--- src/rtl/file_register_access_unit.sv ---
// PIC16F data-memory initiator: forms banked/indirect addresses and runs read, write and
// read-modify-write transactions against the file register RAM or the SFR bus.
module file_register_access_unit #(
  parameter int ADDR_WIDTH = 9,
  parameter int DATA_WIDTH = 8,
  parameter int SFR_TOP    = 32
) (
  input  logic                  clk,
  input  logic                  rst,
  input  logic                  req_valid,
  output logic                  req_ready,
  input  logic [6:0]            req_f,
  input  logic [1:0]            req_op,
  input  logic [DATA_WIDTH-1:0] req_wdata,
  input  logic [1:0]            rp,
  input  logic                  irp,
  input  logic [7:0]            fsr,
  output logic                  rdata_valid,
  output logic [DATA_WIDTH-1:0] rdata,
  input  logic                  wb_valid,
  input  logic [DATA_WIDTH-1:0] wb_data,
  output logic                  done,
  output logic [ADDR_WIDTH-1:0] ram_addr,
  output logic                  ram_wr_en,
  output logic [DATA_WIDTH-1:0] ram_wdata,
  input  logic [DATA_WIDTH-1:0] ram_rdata,
  output logic [ADDR_WIDTH-1:0] sfr_addr,
  output logic                  sfr_rd_en,
  output logic                  sfr_wr_en,
  output logic [DATA_WIDTH-1:0] sfr_wdata,
  input  logic [DATA_WIDTH-1:0] sfr_rdata
);

  localparam logic [2:0] IDLE = 3'd0;
  localparam logic [2:0] RD   = 3'd1;
  localparam logic [2:0] RSP  = 3'd2;
  localparam logic [2:0] WBW  = 3'd3;
  localparam logic [2:0] WR   = 3'd4;

  localparam logic [1:0] OP_WRITE = 2'b01;
  localparam logic [1:0] OP_RMW   = 2'b10;
  localparam logic [6:0] SFR_TOP_L = 7'(SFR_TOP);
  localparam logic [6:0] COMMON_LO = 7'h70;

  logic [2:0]            state;
  logic [ADDR_WIDTH-1:0] addr_q;
  logic [DATA_WIDTH-1:0] wdata_q;
  logic                  sfr_q;
  logic                  null_q;
  logic                  rmw_q;

  logic                  indirect;
  logic [6:0]            low7;
  logic [1:0]            bank;
  logic [ADDR_WIDTH-1:0] addr_d;
  logic                  sfr_d;
  logic                  null_d;

  always_comb begin
    indirect = (req_f == 7'd0);
    low7     = indirect ? fsr[6:0] : req_f;
    bank     = indirect ? {irp, fsr[7]} : rp;
    // 0x70..0x7F is the common RAM block mirrored in every bank
    if (low7 >= COMMON_LO) bank = 2'b00;
    addr_d   = ADDR_WIDTH'({bank, low7});
    sfr_d    = (low7 < SFR_TOP_L);
    null_d   = indirect && (fsr == 8'd0);
  end

  always_ff @(posedge clk) begin
    if (rst) begin
      state       <= IDLE;
      addr_q      <= '0;
      wdata_q     <= '0;
      rdata       <= '0;
      rdata_valid <= 1'b0;
      done        <= 1'b0;
      sfr_q       <= 1'b0;
      null_q      <= 1'b0;
      rmw_q       <= 1'b0;
    end else begin
      rdata_valid <= 1'b0;
      done        <= 1'b0;
      case (state)
        IDLE: begin
          if (req_valid) begin
            addr_q <= addr_d;
            sfr_q  <= sfr_d;
            null_q <= null_d;
            rmw_q  <= (req_op == OP_RMW);
            if (req_op == OP_WRITE) begin
              wdata_q <= req_wdata;
              state   <= WR;
            end else begin
              state <= RD;
            end
          end
        end
        RD: state <= RSP;
        RSP: begin
          rdata       <= null_q ? '0 : (sfr_q ? sfr_rdata : ram_rdata);
          rdata_valid <= 1'b1;
          if (rmw_q) begin
            state <= WBW;
          end else begin
            done  <= 1'b1;
            state <= IDLE;
          end
        end
        WBW: begin
          if (wb_valid) begin
            wdata_q <= wb_data;
            state   <= WR;
          end
        end
        WR: begin
          done  <= 1'b1;
          state <= IDLE;
        end
        default: state <= IDLE;
      endcase
    end
  end

  // Strobes decode from registered state only, so IDLE/RSP/WBW can never strobe
  assign req_ready = (state == IDLE);
  assign ram_addr  = addr_q;
  assign sfr_addr  = addr_q;
  assign ram_wdata = wdata_q;
  assign sfr_wdata = wdata_q;
  assign ram_wr_en = (state == WR) && !sfr_q && !null_q;
  assign sfr_wr_en = (state == WR) &&  sfr_q && !null_q;
  assign sfr_rd_en = (state == RD) &&  sfr_q && !null_q;

endmodule
--- config.mk ---
export PLATFORM = sky130hd
export DESIGN_NAME = file_register_access_unit
export DESIGN_NICKNAME = d
export VERILOG_FILES = /design/src/rtl/file_register_access_unit.sv
export SDC_FILE = /design/constraint.sdc
export NUM_CORES = 1
export LEC_CHECK = 0
export CAP_MARGIN = 10
export CORE_ASPECT_RATIO = 0.8
export CORE_UTILIZATION = 41
export CTS_CLUSTER_DIAMETER = 30
export DETAILED_ROUTE_END_ITERATION = 12
export PLACE_DENSITY = 0.95
export SETUP_SLACK_MARGIN = 0.3
export SLEW_MARGIN = 20
export SYNTH_ARGS = -nofsm -noshare
export SYNTH_HDL_FRONTEND = slang
export SYNTH_SLANG_ARGS = --single-unit
--- constraint.sdc ---
create_clock -name clk -period 2.6 [get_ports clk]
set_input_delay 0.65 -clock clk [delete_from_list [all_inputs] [get_ports clk]]
set_output_delay 0.65 -clock clk [all_outputs]
set_load 0.01 [all_outputs]
; ---- After elaboration in Yosys (flattened, before gate mapping)
; Cells that the tools add are included.
[classes]
magnitude_cmp = 2
n_eq_ne = 9
reduce_logical = 16
n_mux = 17
[op_table]
columns = cell, count
row1 = 2-to-1 mux 8 bit, 5
row2 = case mux 8 bit (2 select lines), 1
row3 = case mux 3 bit (4 select lines), 1
row4 = 2-to-1 mux 3 bit, 3
row5 = zero test 8 bit, 1
row6 = ">= comparator 7 bit, second input constant", 1
row7 = logical AND 1 bit, 7
row8 = zero test 7 bit, 1
row9 = "< comparator 7 x 6 -> 1 bit, second input constant", 1
row10 = 2-to-1 mux 7 bit, 1
row11 = "== test 3 x 2 -> 1 bit, second input constant", 2
row12 = 2-to-1 mux 2 bit, 3
row13 = "inequality test 2 bit, second input constant", 2
row14 = AND reduction 2 bit, 2
row15 = AND reduction 4 bit, 1
row16 = "== test 3 x 1 -> 1 bit, second input constant", 1
row17 = "== test 3 bit, second input constant", 1
row18 = zero test 3 bit, 1
row19 = "== test 2 x 1 -> 1 bit, second input constant", 1
row20 = "== test 2 bit, second input constant", 1
row21 = zero test 1 bit, 2
row22 = 2-to-1 mux 1 bit, 2
row23 = "inequality test 2 x 1 -> 1 bit, second input constant", 1
row24 = case mux 1 bit (2 select lines), 1
row25 = nonzero test 2 bit, 1
[word_totals]
in_bits = 56
out_inout_bits = 48
ff_bits = 33
wordCells = 53

; ---- Longest topological paths before layout
[depth]
word_depth = 4
mapped_depth = 7
ltp_nobuf = 4

; ---- Least setup slack after synthesis
; OpenSTA, ideal clock, no wires.
[synth_path]
kind = in2reg
startpoint = input req_f[0]
endpoint = register addr_q[7], in the netlist ram_addr[7]
cell_stages = 4
required_time_ns = 2.480
t_arrival_ns = 1.718
setup_time_ns = 0.120
slack_ns = 0.763
cell_sequence = or3_4 nor4b_4 mux2i_1 o21ai_1
[synth_between]
elab_chain_len = 4
[synth_rtl]
columns = item, line
row1 = "start, declared", 12  ; input logic [6:0] req_f,
row2 = zero test 7 bit, 60  ; indirect = (req_f == 7'd0);
row3 = 2-to-1 mux 7 bit, 61  ; low7 = indirect ? fsr[6:0] : req_f;
row4 = >= comparator 7 bit, 64  ; if (low7 >= COMMON_LO) bank = 2'b00;
row5 = 2-to-1 mux 2 bit (*), 64
row6 = "end signal, assigned", 87  ; addr_q <= addr_d;
row7 = "end, declared", 46  ; logic [ADDR_WIDTH-1:0] addr_q;
; Every way passes the cells marked *; elsewhere a longest branch is shown, timed or not.
; A chain may end at the register's enable or synchronous reset.

; ---- Worst setup path after layout
[layout_path]
startpoint = register sfr_q
endpoint = output sfr_wr_en
[layout_between]
elab_chain_len = 2
[layout_rtl]
columns = item, line
row1 = "start, declared", 48  ; logic sfr_q;
row2 = "start signal, assigned", 88  ; sfr_q <= sfr_d;
row3 = logical AND 1 bit (2 in a row), 132  ; assign sfr_wr_en = (state == WR) && sfr_q && !null_q;
row4 = "end, declared", 29  ; output logic sfr_wr_en,
; No other way between the ends.

==> reports/metrics.cfg <==
[outcome]
run_status = completed

[die]
design.core.area_um2 = 3950
dieArea_um2 = 4560
die-width_um = 75.2
rows = 20
initial_core_util_pct = 44.5
io_pins = 104
die_h_um = 60.6

[yosys]
yosys_warnings = 0
synth_edf_count = 0
synth_area_leaders = dfxtp_1 (38%), mux2i_1 (11%), buf_4 (7.3%), a21oi_1 (6.0%), a211oi_1 (5.6%)
async_flop_share_pct = 0
netlist_instances = 199
ys.flop_type = dfxtp_1
synth.mux.area_fraction_pct = 10.8
yosys_register_bits = 33
synth.distinct_cells = 39
synth_top_cell_by_area = dfxtp_1
synthAdderAreaFrac_pct = 0
synth_top_family_by_area = simple AND/OR/NAND/NOR gates
synth-xor-area-share_pct = 0
syn_area_um2 = 1760
ys_seq_area_share_pct = 37.6
syn_nets = 255
yosysTopAreaCellShare_pct = 37.6
syn_area_per_cell_um2 = 8.83
synth_simple_gate_area_share_pct = 19.5
synth_compound_area_share_pct = 19.1

[critical_path]
path_cells = and4b_1, clkdlybuf4s50_1
critPathMaxStageDelay_ns = 0.55
reg2reg_to = ram_addr[8]$_SDFFE_PP0P_
r2r_setup_slack_ns = 0.89
cp.arrival_ns = 1.58
r2r_cells = 4
cp_slowest_cell = clkdlybuf4s50_1
cp-end-kind = output port
r2r-start = state[0]$_SDFFE_PP0P_
critPathRequiredTime_ns = 1.95
cp_max_fo = 12
critPathKind = register to output port
path_buf_inv = 1
startpoint_type = register
critical_path.top_delay_family = buffers and inverters

[sta]
drv_slew = 0
period_share_pct = 85.9
rsz0062_at_grt = false
finalSetupViolations = 0
max_freq_mhz = 448
tns_ns = 0
hold_violations = 0
finClkSkew_ns = 0.00286
timing.final.crit_period_ns = 2.23
relSlewSlack_pct = 64.8
worstMarginPinSlew_ns = 0.526

[clocking]
ctsHoldBuffers = 0
clk_pin_slew_ns = 0.06
cts-root-buf = clkbuf_8
cts_buffers = 5
cts_sinks = 33
cts.htree.levels = 2
cts_tree = built
clk_latency_ns = 0.27
post-cts-setup-buffers = 0
clockBufferDepth = 2

[drt]
route.detailed.drc = 0
dr.pass1.iters = 4
wire_per_inst_um = 14.4
route.met2.wl_um = 2270
routed_wl_um = 4880
num_vias = 1758
route.met3.wl_um = 451
drt-met1-wl_um = 2120
vias_per_cell = 5.20
drt_iter0_markers = 71
ant_nets = 0
dr.max_layer_used = met4

[finish]
area_growth_pct = 57.5
drive_gt1_share_pct = 7.42
n_fill_cell = 314
fin_nets = 338
diodes = 0
final_common_cell = clkdlybuf4s50_1
layout_common_cells = clkdlybuf4s50_1 (101), dfxtp_1 (28), a21oi_1 (21)

[worst_hold_path]
hold_class = register to register
min_to = rdata[6]$_SDFFE_PP0N_
hold_depth = 2
min_from = rdata[6]$_SDFFE_PP0N_

[pwr]
seqPwrFrac_pct = 45.6
combPwrFrac_pct = 25.1
switching_share_pct = 25.9
irDropWorstVdd_v = 0.000235
p_clk_share_pct = 29.3
p_leak_nw = 1.03
p_int_mw = 0.914
power.total_mw = 1.23
powerDensity_nw_per_um2 = 445
power_switching_mw = 0.319

[grt]
grt_pass1_wl_um = 7420
grt_overflow = 0
grt_usage_pct = 21.8
grt_antenna_before_repair = 0
grt_max_degree = 18
grt_pass1_vias = 1599

[placed_design]
gp_congestion = 0.837
port_buffers = 103
dpl.hpwl_um = 3750

[job]
cap_violations = 0

routing by layer:
layer	vias to the layer above	GRT usage [%]
li1	867	-
met1	798	26.4
met2	87	38.7
met3	6	6.64
met4	0	4.76
met5	-	0
state kept, by name, indices dropped and copies added, names as in the netlist:
| register | count |
|---|---|
| state | 3 |
| rdata | 8 |
| done | 1 |
| ram_wdata | 8 |
| rmw_q | 1 |
| ram_addr | 9 |
| sfr_q | 1 |
| rdata_valid | 1 |
| null_q | 1 |
cell usage after synthesis, types with 2 or more instances:
master / instances
buf_6: 3
a31oi_1: 3
and2_1: 2
nand3b_1: 2
and3_1: 2
nor2_1: 18
nor4_1: 2
inv_1: 5
dfxtp_1: 33
clkbuf_1: 5
nand2_1: 7
a21oi_1: 21
nor3_1: 12
o21ai_0: 7
buf_4: 17
a211oi_1: 13
mux2i_1: 19
buf_2: 5
o21ai_1: 3
worst min-delay path, delay by kind of cell (launching register included):
| kind | cells | cell delay (ns) |
|---|---|---|
| AOI/OAI and AO/OA | 1 | 0.06 |
| DFF | 1 | 0.32 |
| and+or+nand+nor | 1 | 0.07 |
area by class of cell:
type	count	area [um2]	area share [%]
Tap cell	55	68.8	2.49
Multi-Input combinational cell	130	870	31.4
Timing Repair Buffer	107	1060	38.4
Sequential cell	33	669	24.2
Clock buffer	8	80.1	2.89
Inverter	5	18.8	0.678
worst max-delay path by stage:
stage / start / slack [ns] / endpoint / depth (start not counted)
CTS: state[2]$_SDFFE_PP0P_ / 0.32 / sfr_rd_en / 4
finish: sfr_q$_SDFFE_PP0P_ / 0.37 / sfr_wr_en / 2
floorplan: req_f[0] / 0.76 / ram_addr[7]$_SDFFE_PP0P_ / 4
global placement: req_f[0] / 0.24 / ram_addr[7]$_SDFFE_PP0P_ / 5
global route: sfr_q$_SDFFE_PP0P_ / 0.31 / sfr_wr_en / 2
detailed placement: req_f[0] / 0.14 / ram_addr[8]$_SDFFE_PP0P_ / 5
logic make-up (layout without fill, tap and decap cells):
group,after synthesis,count (layout)
DFF,33,33
and+or+nand+nor,59,59
AOI/OAI and AO/OA,52,52
buffers and inverters,36,120
muxes,19,19
stage by stage:
stage                     hold WS (ns)  instances  util [%]  setup slack (ns)  cell area [um2]
after floorplan                  0.440        199         -             0.763             1760
after global placement           0.454        330      67.8             0.237             2680
after detailed placement         0.476        330      67.8             0.143             2680
after CTS                        0.488        338      69.9             0.322             2760
after global routing             0.504        338      70.0             0.307             2770
final                            0.486        338      70.0             0.367             2770
power groups by stage:
stage / registers, mW / clock network [mW] / logic (mW)
2_1_floorplan: 0.573 / 0 / 0.135
3_3_place_gp: 0.571 / 0 / 0.305
3_5_place_dp: 0.572 / 0 / 0.309
4_1_cts: 0.562 / 0.364 / 0.311
5_1_grt: 0.567 / 0.394 / 0.329
6_report: 0.562 / 0.361 / 0.310
what timing repair did:
item	in CTS	in global routing
endpoints found under the hold margin	0	0
resized for setup	6	2
endpoints found under the setup margin	3	2
No activity file was read; power rests on OpenSTA's default activity.
